### src/rtl/alu_arbiter.sv
// Round-robin arbiter sharing one combinational ALU between two requesters.
// One operation in flight; the result returns on a single response channel tagged with the requester id.
module alu_arbiter #(
    parameter int unsigned WIDTH = 32,
    parameter int unsigned OPW   = 3
) (
    input  logic             clk,
    input  logic             rst_n,
    input  logic             req0_valid,
    output logic             req0_ready,
    input  logic [WIDTH-1:0] req0_a,
    input  logic [WIDTH-1:0] req0_b,
    input  logic [OPW-1:0]   req0_op,
    input  logic             req1_valid,
    output logic             req1_ready,
    input  logic [WIDTH-1:0] req1_a,
    input  logic [WIDTH-1:0] req1_b,
    input  logic [OPW-1:0]   req1_op,
    output logic             resp_valid,
    input  logic             resp_ready,
    output logic             resp_id,
    output logic [WIDTH-1:0] resp_data,
    output logic             resp_err,
    output logic [WIDTH-1:0] alu_a,
    output logic [WIDTH-1:0] alu_b,
    output logic [OPW-1:0]   alu_op,
    input  logic [WIDTH-1:0] alu_c,
    output logic             busy
);

    typedef enum logic [1:0] {
        S_IDLE = 2'd0,
        S_EXEC = 2'd1,
        S_RESP = 2'd2
    } state_t;

    localparam logic [OPW-1:0] OP_FIRST_ILLEGAL = OPW'(6);

    state_t             r_state;
    state_t             w_next_state;
    logic               r_last_grant;
    logic               r_id;
    logic [WIDTH-1:0]   r_alu_a;
    logic [WIDTH-1:0]   r_alu_b;
    logic [OPW-1:0]     r_alu_op;
    logic [WIDTH-1:0]   r_resp_data;
    logic               r_resp_err;
    logic               r_resp_id;

    logic               w_grant;
    logic               w_accept;
    logic [WIDTH-1:0]   w_sel_a;
    logic [WIDTH-1:0]   w_sel_b;
    logic [OPW-1:0]     w_sel_op;
    logic               w_illegal;

    // Grant the lone valid requester, or the one that did not win last time.
    always_comb begin
        w_grant = 1'b0;
        if (req0_valid && req1_valid) begin
            w_grant = ~r_last_grant;
        end else begin
            w_grant = req1_valid;
        end
    end

    assign w_accept   = rst_n && (r_state == S_IDLE) && (req0_valid || req1_valid);
    assign req0_ready = w_accept && !w_grant;
    assign req1_ready = w_accept && w_grant;

    assign w_sel_a   = w_grant ? req1_a  : req0_a;
    assign w_sel_b   = w_grant ? req1_b  : req0_b;
    assign w_sel_op  = w_grant ? req1_op : req0_op;
    assign w_illegal = (w_sel_op >= OP_FIRST_ILLEGAL);

    always_ff @(posedge clk or negedge rst_n) begin
        if (!rst_n) begin
            r_state <= S_IDLE;
        end else begin
            r_state <= w_next_state;
        end
    end

    // Illegal opcodes skip the ALU cycle and respond immediately with an error.
    always_comb begin
        w_next_state = r_state;
        case (r_state)
            S_IDLE: begin
                if (w_accept) begin
                    w_next_state = w_illegal ? S_RESP : S_EXEC;
                end
            end
            S_EXEC: w_next_state = S_RESP;
            S_RESP: begin
                if (resp_ready) begin
                    w_next_state = S_IDLE;
                end
            end
            default: w_next_state = S_IDLE;
        endcase
    end

    always_ff @(posedge clk or negedge rst_n) begin
        if (!rst_n) begin
            r_last_grant <= 1'b1;
            r_id         <= 1'b0;
            r_alu_a      <= '0;
            r_alu_b      <= '0;
            r_alu_op     <= '0;
            r_resp_data  <= '0;
            r_resp_err   <= 1'b0;
            r_resp_id    <= 1'b0;
        end else begin
            if (w_accept) begin
                r_alu_a      <= w_sel_a;
                r_alu_b      <= w_sel_b;
                r_alu_op     <= w_sel_op;
                r_id         <= w_grant;
                r_last_grant <= w_grant;
                if (w_illegal) begin
                    r_resp_data <= '0;
                    r_resp_err  <= 1'b1;
                    r_resp_id   <= w_grant;
                end
            end
            if (r_state == S_EXEC) begin
                r_resp_data <= alu_c;
                r_resp_err  <= 1'b0;
                r_resp_id   <= r_id;
            end
        end
    end

    assign alu_a      = r_alu_a;
    assign alu_b      = r_alu_b;
    assign alu_op     = r_alu_op;
    assign resp_data  = r_resp_data;
    assign resp_err   = r_resp_err;
    assign resp_id    = r_resp_id;
    assign resp_valid = (r_state == S_RESP);
    assign busy       = (r_state != S_IDLE);

endmodule

### config.mk
export PLATFORM = sky130hd
export DESIGN_NAME = alu_arbiter
export DESIGN_NICKNAME = d
export VERILOG_FILES = /design/src/rtl/alu_arbiter.sv
export SDC_FILE = /design/constraint.sdc
export NUM_CORES = 1
export LEC_CHECK = 0
export CORE_ASPECT_RATIO = 1.2
export CORE_MARGIN = 2
export CORE_UTILIZATION = 44
export CTS_CLUSTER_SIZE = 8
export DETAILED_ROUTE_END_ITERATION = 7
export GPL_TIMING_DRIVEN = 0
export PLACE_DENSITY = 0.86
export SETUP_SLACK_MARGIN = 0.3
export SLEW_MARGIN = 20
export SYNTH_ARGS = -nofsm -noshare
export SYNTH_HDL_FRONTEND = slang
export SYNTH_SLANG_ARGS = --single-unit
### constraint.sdc
create_clock -name clk -period 4 [get_ports clk]
set_clock_uncertainty 0.05 [all_clocks]
set_input_delay 0.8 -clock clk [delete_from_list [all_inputs] [get_ports clk]]
set_output_delay 0.8 -clock clk [all_outputs]
set_load 0.005 [all_outputs]
Yosys cells after proc, flatten, opt, wreduce, memory -nomap -nowiden. Index checks and enable logic that the tools add are counted.

Output and inout bits: 105. Bits in registers: 105.

Bitwise operators: 1. Reductions and logical operators: 13. Multiplexer cells: 17. Order comparisons: 1. Equal/unequal tests: 4.

Operators by type and width (count): $mux 32 (5); $mux 1 (7); $mux 2 (3); $pmux 2 s3 (1); $reduce_bool 2->1 (3); $logic_and 1x1->1 (5); $reduce_and 2->1 (2); $ge 3x3->1 const B (1); $mux 3 (1); $eq 2x1->1 const B (1); $eq 2x2->1 const B (1); $logic_not 2->1 (1); $ne 2x1->1 const B (1); $ne 2x2->1 const B (1); $logic_not 1->1 (1); $logic_or 1x1->1 (1); $not 1->1 (1).

Logic depth before layout (Yosys ltp).
Word-level depth: 7. Depth in mapped cells: 6. Depth with buffers taken out: 3.

Least setup slack after synthesis. No wires, ideal clock.

Kind: input port to output port. Start point: input req1_valid. End point: output req1_ready. Stages on the path: 5. Path slack: 1574 ps. Arrival: 1576 ps. Path buffers: 2. Required time: 3150 ps. Path through: nor2_1 -> nor3_4 -> buf_6 -> buf_6 -> and2_1.

Longest elaborated chain between the ends: 3.

RTL lines: from (decl) (line 14) `input logic req1_valid,`; $logic_and 1x1->1 / $logic_or 1x1->1 (equally long branches) (line 60, 67); $mux 1 / $logic_and 1x1->1 (equally long branches) (line 60, 67); $logic_and 1x1->1 (*) (line 69) `assign req1_ready = w_accept && w_grant;`; to (decl) (line 15) `output logic req1_ready,`.

Every way passes the cells marked *; elsewhere a longest branch is shown, timed or not.

Worst setup path after layout.
Start point: input req0_valid. End point: output req1_ready.

Longest elaborated chain between the ends: 3.

RTL lines: from (decl) (line 9) `input logic req0_valid,`; $logic_and 1x1->1 / $logic_or 1x1->1 (equally long branches) (line 60, 67); $mux 1 / $logic_and 1x1->1 (equally long branches) (line 60, 67); $logic_and 1x1->1 (*) (line 69).

Marked as above.

==> flow_summary.toml <==
[routing]
wire_per_inst_microns = 18.5
met1Wirelength_mm = 5.74
first_iter_violations = 83
drc = 0
dr_wl_met3_mm = 1.09
avgViaCountPerCell = 4.94
dr_wl_met2_mm = 8.05
drt-total-wl_mm = 15.1
vias = 4042
final_antenna_net_count = 0
maxUsedRoutingLayer = "met4"
dr.pass1.iters = 4

[logic_synthesis]
async_flop_share = 1.00
synth.top_cell.area_share = 0.460
ys.flop_type = "dfrtp_1"
synth_cells = 358
yosys_warnings = 0
synth_cell_types = 29
synth-edff-count = 0
netlist_area_sq_mm = 0.00566
yosysSeqAreaShare = 0.465
avgSynthCellArea_sq_um = 15.8
ys_ff_latch = 105
synth_top_cell_by_area = "dfrtp_1"
syn_nets = 529
synth_area_leaders = "dfrtp_1, mux2_4, mux2i_1"

[timing]
finalSetupViolCount = 0
rsz0062_at_grt = "no"
max_clock_freq_ghz = 0.287
tightest_slew_ns = 0.385
period_share = 0.870
worst_hold_slack_ns = 0.247
slew_headroom = 0.738
final-max-slew-violation-count = 0
fin_crit_ns = 3.48
finalHoldViolations = 0
fin_tns_setup_ns = 0

[global_route]
grt_max_degree = 42
grt_pass1_wl_mm = 23.1
grt_usage = 0.217
antenna_found_initial = 0
overflow = 0
first_global_vias = 4346

[layout]
nets = 821
multiInputGateArea_sq_mm = 0.00269
area_growth_pct = 59.4
register_area_sq_mm = 0.00263
final_layout_size_suffix_gt1_frac = 0.289
final_core_util = 0.715
mostFrequentLayoutCells = "clkdlybuf4s50_1, mux2_4, dfrtp_1, mux2i_1, a21oi_1"
n_antenna_cell = 0
nFillCells = 889
final_common_cell = "clkdlybuf4s50_1"

[floorplanning]
die_w_microns = 108
start_util = 0.449
core_area_sq_mm = 0.0126
rows = 45
die_h_microns = 128
fp.dieArea_sq_mm = 0.0138
io_pins = 276

[setup_path]
cp-endpoint = "req1_ready"
critical_path_arrival_ns = 2.63
cp_slowest_cell = "clkdlybuf4s50_1"
criticalPathCategory = "input port to output pin"
r2r_end = "alu_a[30]"
critical_path.startpoint = "req0_valid"
critPathMaxFanout = 10
rrSetupSlack_ns = 2.24
reg2reg_depth = 6
worstSetupEndpointType = "output pin"
crit_buf_inv = 4
regToRegStartpoint = "r_state[1]"
worstSetupStartpointType = "input port"
crit_cells = 7
worst_path_most_repeated_cell = "clkdlybuf4s50_1"
critPathRequiredTime_ns = 3.15
path_cells = "clkdlybuf4s50_1, nor2_1, nor3_4, buf_8, buf_6, and2_1, clkdlybuf4s50_1"
slowest_delay_ns = 0.54
cp_top_family = "buffers and inverters"

[cts]
cts_max_level = 3
insertion_delay_ns = 0.34
cts_buffers = 9
cts_tree = "yes"
clk_pin_slew_worst_paths_ns = 0.07
clock_sinks = 105
clock_path_buffers = 2
root_buffer = "clkbuf_16"

[run]
cap_violations = 0

[power]
p_leak_nw = 4.15
ir_drop_mv = 0.316
power_density_mw_per_mm2 = 623

[outcome]
outcome = "finished clean"

[hold_path]
hp-class = "input port to async pin"

[placed_design]
numPortBuffers = 275
place_hpwl_mm = 11.6
gp_congestion = 0.736
-- synthesized netlist by cell type, drive strengths merged, types with 2 or more instances --
cell type and number:
mux2i 33, a21oi 32, and2 2, nor3 2
nor2b 2, dfrtp 104, inv 2, buf 26
nand2b 2, mux2 136, nand2 2, nor2 6
-- layout make-up --
class,instances,share of cell area
clock buffer,12,0.0273
tap,164,0.0228
inverter,2,0.000833
multi-input combinational,225,0.298
clock inverter,4,0.00583
timing repair buffer,281,0.316
buffer,26,0.0369
sequential,105,0.292
-- layer usage --
metal | vias to the layer above | track usage
li1 | 1864 | -
met4 | 0 | 0.0581
met1 | 1992 | 0.247
met2 | 165 | 0.400
met5 | - | 0
met3 | 21 | 0.0554
-- what timing repair did --
item / in CTS / in global routing
resized for setup: 1 / 2
gates cloned: 1 / 0
pin swaps: 0 / 1
hold buffers: 0 / 0
setup buffers: 0 / 4
endpoints found under the setup margin: 1 / 1
-- stage by stage --
step	setup WS, ns	std cells	instance area, sq um	power (W)
3_5_place_dp	0.144	798	8640	0.00473
2_1_floorplan	1.57	358	5660	0.00318
5_1_grt	0.395	819	9020	0.00591
3_3_place_gp	-3.12	797	8610	0.00463
6_report	0.521	819	9020	0.00561
4_1_cts	0.335	815	8980	0.00565
-- power breakdown --
part	internal (W)	total (W)	switching (W)	leakage, nW
Sequential	0.00160	0.00193	0.000327	1.25
Clock	0.000504	0.000887	0.000383	0.147
Combinational	0.00194	0.00280	0.000856	2.75
-- how the worst min path moves through the flow --
stage                         from  endpoint
final                        rst_n  alu_b[5]
after detailed placement  alu_a[4]  alu_a[4]
after global placement    resp_err  resp_err
after global routing         rst_n  alu_b[0]
after floorplan               r_id      r_id
after CTS                    rst_n  alu_b[0]
-- registers in the layout (all words and copies together), names as in the netlist --
register	flops
resp_data	32
r_last_grant	1
resp_err	1
r_id	1
alu_a	32
resp_id	1
r_state	2
alu_op	3
alu_b	32
-- cell families (layout without fill, tap and decap cells) --
kind of cell           count (synthesis)  count (layout)  share of synthesized area
AOI/OAI and AO/OA                     37              37                     0.0380
DFF                                  105             105                      0.465
and+or+nand+nor                       19              19                     0.0201
buffers and inverters                 28             325                     0.0595
muxes                                169             169                      0.418
Note: power is estimated with default switching activity, not from simulation.
